## config.mk

```make
export PLATFORM = sky130hd
export DESIGN_NAME = lsu_byte_sequencer
export DESIGN_NICKNAME = d
export VERILOG_FILES = /design/src/rtl/lsu_pkg.sv /design/src/rtl/lsu_load_extend.sv /design/src/rtl/lsu_byte_sequencer.sv
export SDC_FILE = /design/constraint.sdc
export NUM_CORES = 1
export LEC_CHECK = 0
export CORE_MARGIN = 2
export CORE_UTILIZATION = 59
export CTS_CLUSTER_SIZE = 12
export DETAILED_ROUTE_END_ITERATION = 7
export DONT_BUFFER_PORTS = 1
export GPL_ROUTABILITY_DRIVEN = 1
export PLACE_DENSITY_LB_ADDON = 0.3
export SETUP_SLACK_MARGIN = 0.05
export SLEW_MARGIN = 20
export SYNTH_ARGS = -nofsm -noshare
export SYNTH_HDL_FRONTEND = slang
export SYNTH_SLANG_ARGS = --single-unit
```

## constraint.sdc

```tcl
create_clock -name clk -period 6.8 [get_ports clk]
set_input_delay 2.04 -clock clk [delete_from_list [all_inputs] [get_ports clk]]
set_output_delay 2.04 -clock clk [all_outputs]
set_load 0.02 [all_outputs]
```

## src/rtl/lsu_pkg.sv

```systemverilog
// Shared definitions for the byte-wide load/store sequencer: default widths,
// access-size encodings, FSM state encoding and the beat-count helper.
package lsu_pkg;

    localparam int DATA_W_DEF = 32;
    localparam int BYTE_W_DEF = 8;
    localparam int ADDR_W_DEF = 32;

    localparam logic [1:0] SZ_BYTE = 2'd0;
    localparam logic [1:0] SZ_HALF = 2'd1;
    localparam logic [1:0] SZ_WORD = 2'd2;

    typedef enum logic [1:0] {
        ST_IDLE   = 2'd0,
        ST_SETUP  = 2'd1,
        ST_STROBE = 2'd2,
        ST_RESP   = 2'd3
    } lsu_state_e;

    // Number of byte beats an access of the given size needs; encodings 2 and 3 are both word.
    function automatic logic [2:0] nbeats(input logic [1:0] size);
        case (size)
            SZ_BYTE: nbeats = 3'd1;
            SZ_HALF: nbeats = 3'd2;
            default: nbeats = 3'd4;
        endcase
    endfunction

endpackage

```

## src/rtl/lsu_load_extend.sv

```systemverilog
// Size/sign extension of the assembled little-endian load word.
// Byte and half loads take bit 7 / bit 15 as the sign when sign_en is set,
// otherwise they are zero-filled; word loads pass through untouched.
module lsu_load_extend
    import lsu_pkg::*;
#(
    parameter int DATA_W = DATA_W_DEF,
    parameter int BYTE_W = BYTE_W_DEF
) (
    input  logic [DATA_W-1:0] raw_data,
    input  logic [1:0]        size,
    input  logic              sign_en,
    output logic [DATA_W-1:0] ext_data
);

    localparam int HALF_W = 2 * BYTE_W;

    // Select the significant lanes for the access size and fill the upper bits.
    always_comb begin
        ext_data = raw_data;
        case (size)
            SZ_BYTE: ext_data = {{(DATA_W - BYTE_W){sign_en & raw_data[BYTE_W-1]}},
                                 raw_data[BYTE_W-1:0]};
            SZ_HALF: ext_data = {{(DATA_W - HALF_W){sign_en & raw_data[HALF_W-1]}},
                                 raw_data[HALF_W-1:0]};
            default: ext_data = raw_data;
        endcase
    end

endmodule

```

## src/rtl/lsu_byte_sequencer.sv

```systemverilog
// Load/store sequencer in front of an 8-bit data memory. Each CPU access is
// split into little-endian byte beats; stores use a SETUP/STROBE pair per beat
// so mem_write falls between beats, loads collect one byte per SETUP cycle.
// Optional feature: define LSU_MISALIGN_TRAP_EN to trap misaligned half/word
// accesses with rsp_err instead of performing them bytewise.
module lsu_byte_sequencer
    import lsu_pkg::*;
#(
    parameter int DATA_W = DATA_W_DEF,
    parameter int BYTE_W = BYTE_W_DEF,
    parameter int ADDR_W = ADDR_W_DEF
) (
    input  logic              clk,
    input  logic              rst_n,
    input  logic              req_valid,
    output logic              req_ready,
    input  logic              req_write,
    input  logic [1:0]        req_size,
    input  logic              req_signed,
    input  logic [ADDR_W-1:0] req_addr,
    input  logic [DATA_W-1:0] req_wdata,
    output logic              rsp_valid,
    input  logic              rsp_ready,
    output logic [DATA_W-1:0] rsp_rdata,
    output logic              rsp_err,
    output logic              mem_write,
    output logic [ADDR_W-1:0] mem_addr,
    output logic [BYTE_W-1:0] mem_wdata,
    input  logic [BYTE_W-1:0] mem_rdata
);

    localparam int NBYTES = DATA_W / BYTE_W;
    localparam int BEAT_W = $clog2(NBYTES);
    localparam int CNT_W  = BEAT_W + 1;

    lsu_state_e        state_q, state_d;
    logic [BEAT_W-1:0] beat_q, beat_d;
    logic [CNT_W-1:0]  nbeats_q, nbeats_d;
    logic [ADDR_W-1:0] base_q, base_d;
    logic [DATA_W-1:0] wdata_q, wdata_d;
    logic [DATA_W-1:0] bytes_q, bytes_d;
    logic [1:0]        size_q, size_d;
    logic              signed_q, signed_d;
    logic              write_q, write_d;
    logic              err_q, err_d;
    logic              mem_write_q, mem_write_d;
    logic [ADDR_W-1:0] mem_addr_q, mem_addr_d;
    logic [BYTE_W-1:0] mem_wdata_q, mem_wdata_d;

    logic [BEAT_W-1:0] beat_next;
    logic              last_beat;
    logic [ADDR_W-1:0] next_addr;
    logic [BYTE_W-1:0] next_wbyte;
    logic              misalign;
    logic [DATA_W-1:0] ext_data;

    assign beat_next  = beat_q + BEAT_W'(1);
    assign last_beat  = ((CNT_W'(beat_q) + CNT_W'(1)) == nbeats_q);
    assign next_addr  = base_q + ADDR_W'(beat_next);
    assign next_wbyte = wdata_q[beat_next*BYTE_W +: BYTE_W];

`ifdef LSU_MISALIGN_TRAP_EN
    assign misalign = ((req_size == SZ_HALF) && req_addr[0]) ||
                      (req_size[1] && (req_addr[1:0] != 2'b00));
`else
    assign misalign = 1'b0;
`endif

    lsu_load_extend #(
        .DATA_W (DATA_W),
        .BYTE_W (BYTE_W)
    ) u_load_extend (
        .raw_data (bytes_q),
        .size     (size_q),
        .sign_en  (signed_q),
        .ext_data (ext_data)
    );

    // State and datapath registers; async reset also drops mem_write at once.
    always_ff @(posedge clk or negedge rst_n) begin
        if (!rst_n) begin
            state_q     <= ST_IDLE;
            beat_q      <= '0;
            nbeats_q    <= '0;
            base_q      <= '0;
            wdata_q     <= '0;
            bytes_q     <= '0;
            size_q      <= SZ_BYTE;
            signed_q    <= 1'b0;
            write_q     <= 1'b0;
            err_q       <= 1'b0;
            mem_write_q <= 1'b0;
            mem_addr_q  <= '0;
            mem_wdata_q <= '0;
        end else begin
            state_q     <= state_d;
            beat_q      <= beat_d;
            nbeats_q    <= nbeats_d;
            base_q      <= base_d;
            wdata_q     <= wdata_d;
            bytes_q     <= bytes_d;
            size_q      <= size_d;
            signed_q    <= signed_d;
            write_q     <= write_d;
            err_q       <= err_d;
            mem_write_q <= mem_write_d;
            mem_addr_q  <= mem_addr_d;
            mem_wdata_q <= mem_wdata_d;
        end
    end

    // Next state plus the registered memory port values for the state being entered.
    always_comb begin
        state_d     = state_q;
        beat_d      = beat_q;
        nbeats_d    = nbeats_q;
        base_d      = base_q;
        wdata_d     = wdata_q;
        bytes_d     = bytes_q;
        size_d      = size_q;
        signed_d    = signed_q;
        write_d     = write_q;
        err_d       = err_q;
        mem_write_d = 1'b0;
        mem_addr_d  = mem_addr_q;
        mem_wdata_d = mem_wdata_q;

        case (state_q)
            ST_IDLE: begin
                if (req_valid) begin
                    base_d   = req_addr;
                    wdata_d  = req_wdata;
                    bytes_d  = '0;
                    size_d   = req_size;
                    signed_d = req_signed;
                    write_d  = req_write;
                    beat_d   = '0;
                    nbeats_d = CNT_W'(nbeats(req_size));
                    if (misalign) begin
                        err_d   = 1'b1;
                        state_d = ST_RESP;
                    end else begin
                        err_d       = 1'b0;
                        state_d     = ST_SETUP;
                        mem_addr_d  = req_addr;
                        mem_wdata_d = req_wdata[BYTE_W-1:0];
                    end
                end
            end

            ST_SETUP: begin
                if (write_q) begin
                    state_d     = ST_STROBE;
                    mem_write_d = 1'b1;
                end else begin
                    bytes_d[beat_q*BYTE_W +: BYTE_W] = mem_rdata;
                    beat_d = beat_next;
                    if (last_beat) begin
                        state_d = ST_RESP;
                    end else begin
                        mem_addr_d  = next_addr;
                        mem_wdata_d = next_wbyte;
                    end
                end
            end

            ST_STROBE: begin
                beat_d = beat_next;
                if (last_beat) begin
                    state_d = ST_RESP;
                end else begin
                    state_d     = ST_SETUP;
                    mem_addr_d  = next_addr;
                    mem_wdata_d = next_wbyte;
                end
            end

            ST_RESP: begin
                if (rsp_ready) begin
                    state_d = ST_IDLE;
                end
            end

            default: state_d = ST_IDLE;
        endcase
    end

    // Handshake and response outputs decoded from the current state.
    always_comb begin
        req_ready = (state_q == ST_IDLE);
        rsp_valid = (state_q == ST_RESP);
        rsp_err   = rsp_valid && err_q;
        rsp_rdata = (rsp_valid && !write_q && !err_q) ? ext_data : '0;
    end

    assign mem_write = mem_write_q;
    assign mem_addr  = mem_addr_q;
    assign mem_wdata = mem_wdata_q;

endmodule

```

==> impl_results.md, run 1 <==
- Outcome: completed
- Nature of the critical path startpoint: flip-flop
- Largest net degree at the start of global routing: approximately 150
- Vias in the first global route: between 5,000 and 6,000
- Post-synthesis instance area: approximately 7200 sq um
- Crit-path leading delay family: compound AO/OA/AOI/OAI gates
- Share of layout cells above drive strength 1: 0.191
- PostCTS Resize Cnt: 0
- Via count: 4,945
- Worst EP required: 4760 ps
- Via/cell ratio: around 6.2
- Total power: 1.82 mW
- Layout Skew: 8.02 ps
- Worst-path cell chain: ha_1 -> nor2b_1 -> o21ai_2 -> a21oi_1
- Arrival @ worst endpoint: about 2600 ps
- Post-CTS Setup Repair Bufs: 0
- Hold buffer count at cts: 0
- First-pass GRT wire length: ~25,000 microns
- Finished Core Util: 0.657
- Final Hold Vio Count: 0
- CTS tree: done
- Fmax: 0.215 GHz
- GR Overflow Total: 0
- Crit Path Max Fanout: 16
- Yosys top cell by area: dfrtp_1
- Max Cap Violations: 0
- Yosys warns: 0
- CP max stage delay: between 500 and 600 ps
- Row cnt: 40
- Library cells used by synthesis: 51
- Worst-Margin Slew: 991 ps
- Ant diodes: 0
- Area contributors post-synth: dfrtp_1 51%, mux2_2 10%, o21ai_0 4.7%
- IO Count: 156
- Post-synthesis sequential area ratio: 0.514
- Met1 Use GR: 0.308
- Post-layout nets: ~730
- Reg clk slew, reported paths: 60 ps
- Crit share post-route: 0.685
- HP Class: flip-flop to flip-flop
- Commonest cells in the synthesized netlist: 148 x dfrtp_1, 68 x o21ai_0, 67 x mux2_2, 61 x nand2_1, 28 x a21oi_1
- CP max stage cell: nor2b_1
- GR peak layer: met2
- GP Congestion: 0.807
- Setup TNS: 0 ps
- Drt pass-1 iters: 4
- Top FF cell, synth: dfrtp_1
- Relative slew margins: 0.339
- Die Width: roughly 110 microns
- Yosys reg bits: 148
- DRC: 0
- Port bufs: 0
- DR WL/cell: ~20 microns
- Maximum VDD drop: around 0.23 mV
- RSZ-0062 raised after global routing: false
- Post-route ant nets: 0
- Area grow syn2layout: 9.02%
- H-tree depth: 4
- Initial DRC count: ~330
- M3 GR Usage: 0.0868
- Initial antenna violation count: 0
- Synth Area per Inst: 11.1 sq um
- Path type of the worst setup path: flip-flop to output port
- Die area: ~13,000 sq um
- Critical Path End Type: output port
- Clock Sinks: between 100 and 150
- Placed Area: 7270 sq um
- GRT Overall Usage: 0.251
- Final min period: 4660 ps
- Crit path buf inv count: 0
- Clock root buffer: clkbuf_16
- Initial Utilization: 0.603
- Final setup fails: 0
- Cells after Synth: 651
- Core Region: 12,000 sq um
- Die Height: 115 microns
- Worst skew pair latency: 420 ps
- Area share of the leading cell type in the synthesized netlist: 0.514
- Clk buf depth: 2
- Detailed Place HPWL: between 10,000 and 15,000 microns
- Share of flip-flops with an asynchronous set or reset: 1.00
- Met2 usage: 0.413
- Pins Over Slew Limit: 0
- Number of synthesized flops with an enable pin: 0
- Final wirelength: 15,700 microns
- Final Instance Area: 7860 sq um
- TritonCTS buffer count: 17
- Leakage power: ~3.8 nW
- Most numerous cell in the Yosys netlist: dfrtp_1
- Pwr Density: 232 nW/um^2
- Syn Nets: 742
-- cell families after synthesis --
family,synth area share
other,0.000520
DFF,0.514
and+or+nand+nor,0.117
adders and majority gates,0.0201
xor gates and xnor gates,0.0389
muxes,0.157
buffers and inverters,0.0344
AOI/OAI and AO/OA,0.118
-- sequential cells by signal (all words and copies together), names as in the netlist --
register	count
write_q	1
wdata_q	32
size_q	2
signed_q	1
mem_write	1
mem_addr	32
nbeats_q	3
base_q	32
bytes_q	32
beat_q	2
state_q	2
mem_wdata	8
-- final timing paths --
| kind | startpoint | slack (ps) | end | cells after the start |
|---|---|---|---|---|
| worst max register to register | beat_q[0]$_DFFE_PN0P_ | 3130 | mem_addr[14]$_DFFE_PN0P_ | 9 |
| min in group asynchronous | rst_n | 1310 | bytes_q[19]$_DFFE_PN0P_ | 0 |
| max in group asynchronous | rst_n | 5130 | mem_wdata[2]$_DFFE_PN0P_ | 0 |
| worst min register to register | bytes_q[11]$_DFFE_PN0P_ | 490 | bytes_q[11]$_DFFE_PN0P_ | 2 |
| worst min-delay path | bytes_q[11]$_DFFE_PN0P_ | 490 | bytes_q[11]$_DFFE_PN0P_ | 2 |
| worst max-delay path | state_q[0]$_DFFE_PN0P_ | 2140 | rsp_rdata[25] | 4 |
-- stage by stage --
step	worst slack [ps]	hold slack, ps	cells
after floorplan	2890	444	651
after global placement	2590	467	765
after detailed placement	2460	482	765
after CTS	1940	495	797
after global routing	1970	525	797
final	2140	488	797
-- placed cells by master (no fill, tap or decap), types with 6 or more instances in the layout --
master	instances
mux2i_1	20
ha_1	9
xor2_1	22
mux4_2	8
mux2_2	67
a22oi_1	18
a22o_1	8
and2_1	9
a21oi_1	28
o21ai_0	68
nand4_1	13
xnor2_1	10
nor2_1	14
clkbuf_16	17
nor3_1	6
nand3_1	27
dfrtp_1	148
nand2_1	59
inv_1	27
-- per-layer routing --
layer	part of all wire	vias to the layer above
met5	0	-
met4	0.016	0
met3	0.074	23
met2	0.50	161
met1	0.41	2476
li1	-	2285
-- final cells by class --
cell class	instances	area, sq um
repair buffers	1	7.51
inverters	27	101
clock buffers	19	453
fillers	919	4100
clock inverters	13	131
flip-flops and latches	148	3700
well taps	147	184
multi-input cells	442	3280
-- report_power, final --
part,internal [mW],switching [mW],leakage [nW]
clock,0.556,0.361,0.277
sequential,0.891,0.00454,1.98
combinational,0.00596,0.00635,1.53
-- worst register-to-register path, delay by kind of cell, from the launching register on --
kind	cells	cell delay (ps)
fa+ha+maj	2	1240
simple gates	3	1170
flops	1	330
buf+inv	2	470
xor+xnor	1	180
compound gates	1	180
(Power assumes the default switching activity.)
==> run 2: changes to the inputs <==
CORE_UTILIZATION = 57   (was 59)
clock period = 3.9 ns   (was 6.8 ns; I/O delays follow)
==> run 2 against run 1 <==
Net effect:
- clock skew fell by 3.4 ps
- sequential share of layout area fell by 0.47 points
- final cell count rose by 3.5%
- flip-flop and latch count did not move
- wire length fell by 2.0%
- global-route usage fell by 1.6 points
- worst hold slack got worse by 49 ps
- die area rose by 3.4%
- clock power rose by 78%
- critical path type unchanged
- critical endpoint is now rsp_rdata[16]
- largest cell class unchanged
==> impl_results.md, run 2 (synthesis results as in run 1) <==
- Outcome: completed
- Worst-Margin Slew: 978 ps (-13.1 ps)
- Part of the power in registers: 0.486 (-0.005)
- Final setup fails: 0 (unchanged)
- Depth of the most critical reg-to-reg path: 8 (-1)
- Pre-CTS setup slack: 489 ps (-1970 ps)
- Leakage power: 3.82 nW (+0.98%)
- Hold buffer count at cts: 0 (unchanged)
- Pwr Density: 404 nW/um^2 (+74%)
- Initial DRC count: 250 (-25%)
- Ant diodes: 0 (unchanged)
- Detailed Place HPWL: 10,500 microns (-0.58%)
- Worst r2r src: beat_q[1]$_DFFE_PN0P_
- Setup TNS: 0 ps (unchanged)
- Crit path depth: 4 (unchanged)
- Via/cell ratio: 5.91 (-4.7%)
- Worst-path cell chain: ha_1 -> nor2b_1 -> o21ai_2 -> a21oi_1
- Largest net degree at the start of global routing: 149 (unchanged)
- Worst EP required: 2730 ps (-2030 ps)
- Initial Utilization: 0.578 (-0.0244)
- Initial antenna violation count: 0 (unchanged)
- Vias in the first global route: 4,913 (-4.2%)
- Clock power share: 0.507 (+0.004)
- CP max stage delay: 470 ps (-80 ps)
- Final Hold Vio Count: 0 (unchanged)
- Final min period: 3660 ps
- H-tree depth: 4 (unchanged)
- Post-layout nets: 732 (+0.55%)
- IO Count: 156 (unchanged)
- RSZ-0062 raised after global routing: false
- Clk buf depth: 2 (unchanged)
- Clock root buffer: clkbuf_16
- Post-route ant nets: 0 (unchanged)
- Clock Sinks: 148 (unchanged)
- Switching fraction of total power: 0.196 (-0.00751)
- Maximum VDD drop: 0.306 mV (+35%)
- Row cnt: 41 (+2.5%)
- Register-to-Register Setup Slack: 930 ps (-2200 ps)
- Crit share post-route: 0.937
- Commonest non-fill, non-tap cell in the layout: dfrtp_1
- GP Congestion: 0.804 (-0.45%)
- Nature of the critical path startpoint: flip-flop
- Share of layout cells above drive strength 1: 0.199 (+0.00831)
- Worst r2r dst: mem_addr[30]$_DFFE_PN0P_
- Most frequent cells in the layout: 148 x dfrtp_1, 68 x o21ai_0, 67 x mux2_2
- Internal: 2.58 mW (+78%)
- Relative slew margins: 0.348 (+0.00871)
- Die Height: 116 microns (+1.7%)
- Worst skew pair latency: 420 ps (about the same)
- Port bufs: 0 (unchanged)
- Path type of the worst setup path: flip-flop to output port
- Reg clk slew, reported paths: 60 ps (about the same)
- Crit-path leading delay family: compound AO/OA/AOI/OAI gates
- Area grow syn2layout: 10.1%
- Die area: 13,600 sq um (+3.4%)
- Combinational power share: 0.007 (about the same)
- TritonCTS buffer count: 17 (unchanged)
- NetSw: 630 uW (+70%)
- HP Class: input port to asynchronous set/reset pin
- CTS tree: done
- DRC: 0 (unchanged)
- Final setup margin: 245 ps (-1890 ps)
- Critical Path End Type: output port
- DR WL/cell: 18.7 microns (-5.3%)
- GR Overflow Total: 0 (unchanged)
- First-pass GRT wire length: 24,400 microns (-4.0%)
- CP max stage cell: a21oi_1
- Crit Path Max Fanout: 16 (unchanged)
- Finished Core Util: 0.637 (-0.0203)
- Drt pass-1 iters: 4 (unchanged)
- Die Width: 116 microns (+1.7%)
- Fmax: 0.274 GHz
- # fillers: 993 (+8.1%)
- Pins Over Slew Limit: 0 (unchanged)
- Via count: 4,876 (-1.4%)
- Layout Skew: 4.65 ps (-3.37 ps)
- Core Region: 12,500 sq um (+4.2%)
- Max Cap Violations: 0 (unchanged)
- Final wirelength: 15,400 microns (-2.0%)
- GRT Overall Usage: 0.234 (-0.0162)
- Crit path buf inv count: 0 (unchanged)
- Arrival @ worst endpoint: 2490 ps (-130 ps)
[run 2: cell types whose count changed in the layout (fill, tap and decap cells not counted)]
cell        before  now
clkbuf_8         2    5
a21oi_1         28   25
inv_6            1    0
nand2_2          0    1
nand2_4          2    1
clkinvlp_4       5    1
buf_4            1    5
a21oi_2          0    3
clkinv_4         0    1
[run 2: per-layer routing]
metal  up-vias  track usage  part of all wire
met5         -            0                 0
met4         0       0.0921             0.022
li1       2291            -                 -
met1      2410        0.298              0.42
met3        31       0.0669             0.067
met2       144        0.383              0.49
[run 2: cell type report]
class / count / area (sq um) / share of cell area
flip-flops and latches: 148 / 3700 / 0.466
multi-input cells: 442 / 3290 / 0.414
clock buffers: 22 / 494 / 0.0622
well taps: 172 / 215 / 0.0271
clock inverters: 9 / 101 / 0.0128
inverters: 27 / 101 / 0.0128
repair buffers: 5 / 37.5 / 0.00473
[run 2: power groups by stage]
stage	sequential [mW]	combinational, mW	clock [mW]
after floorplan	1.59	0.0183	0
after global placement	1.59	0.0201	0
after detailed placement	1.59	0.0215	0
after CTS	1.56	0.0221	1.65
after global routing	1.56	0.0253	1.71
final	1.56	0.0220	1.63
[run 2: how the worst max path moves through the flow]
stage / from / endpoint / slack (ps)
2_1_floorplan: state_q[0]$_DFFE_PN0P_ / rsp_rdata[21] / 860
3_3_place_gp: state_q[0]$_DFFE_PN0P_ / rsp_rdata[28] / 610
3_5_place_dp: state_q[0]$_DFFE_PN0P_ / rsp_rdata[27] / 490
4_1_cts: state_q[0]$_DFFE_PN0P_ / rsp_rdata[27] / 40
5_1_grt: state_q[1]$_DFFE_PN0P_ / rsp_rdata[31] / 60
6_report: state_q[1]$_DFFE_PN0P_ / rsp_rdata[16] / 240
[run 2: what timing repair did]
action                                  in CTS  in global routing
endpoints found under the setup margin       2                 16
setup buffers                                0                  0
pin swaps                                    0                  0
hold endpoints to repair                     0                  0
gates resized for setup                      0                  4
[run 2: stage by stage]
| stage | power, mW | hold slack (ps) | std cells | cell area (sq um) |
|---|---|---|---|---|
| floorplan | 1.60 | 444 | 651 | 7210 |
| global placement | 1.61 | 472 | 794 | 7330 |
| detailed placement | 1.61 | 472 | 794 | 7330 |
| CTS | 3.24 | 428 | 825 | 7930 |
| global route | 3.29 | 428 | 825 | 7940 |
| finish | 3.21 | 440 | 825 | 7940 |
[run 2: worst reg2reg max path: stages, from the launching register on]
cell     delay [ps]
dfrtp_1         370
inv_1            80
ha_1            650
fa_1            370
nand4_2         220
nor3_1          640
nand4_1         190
xor2_1          180
o31ai_1         180
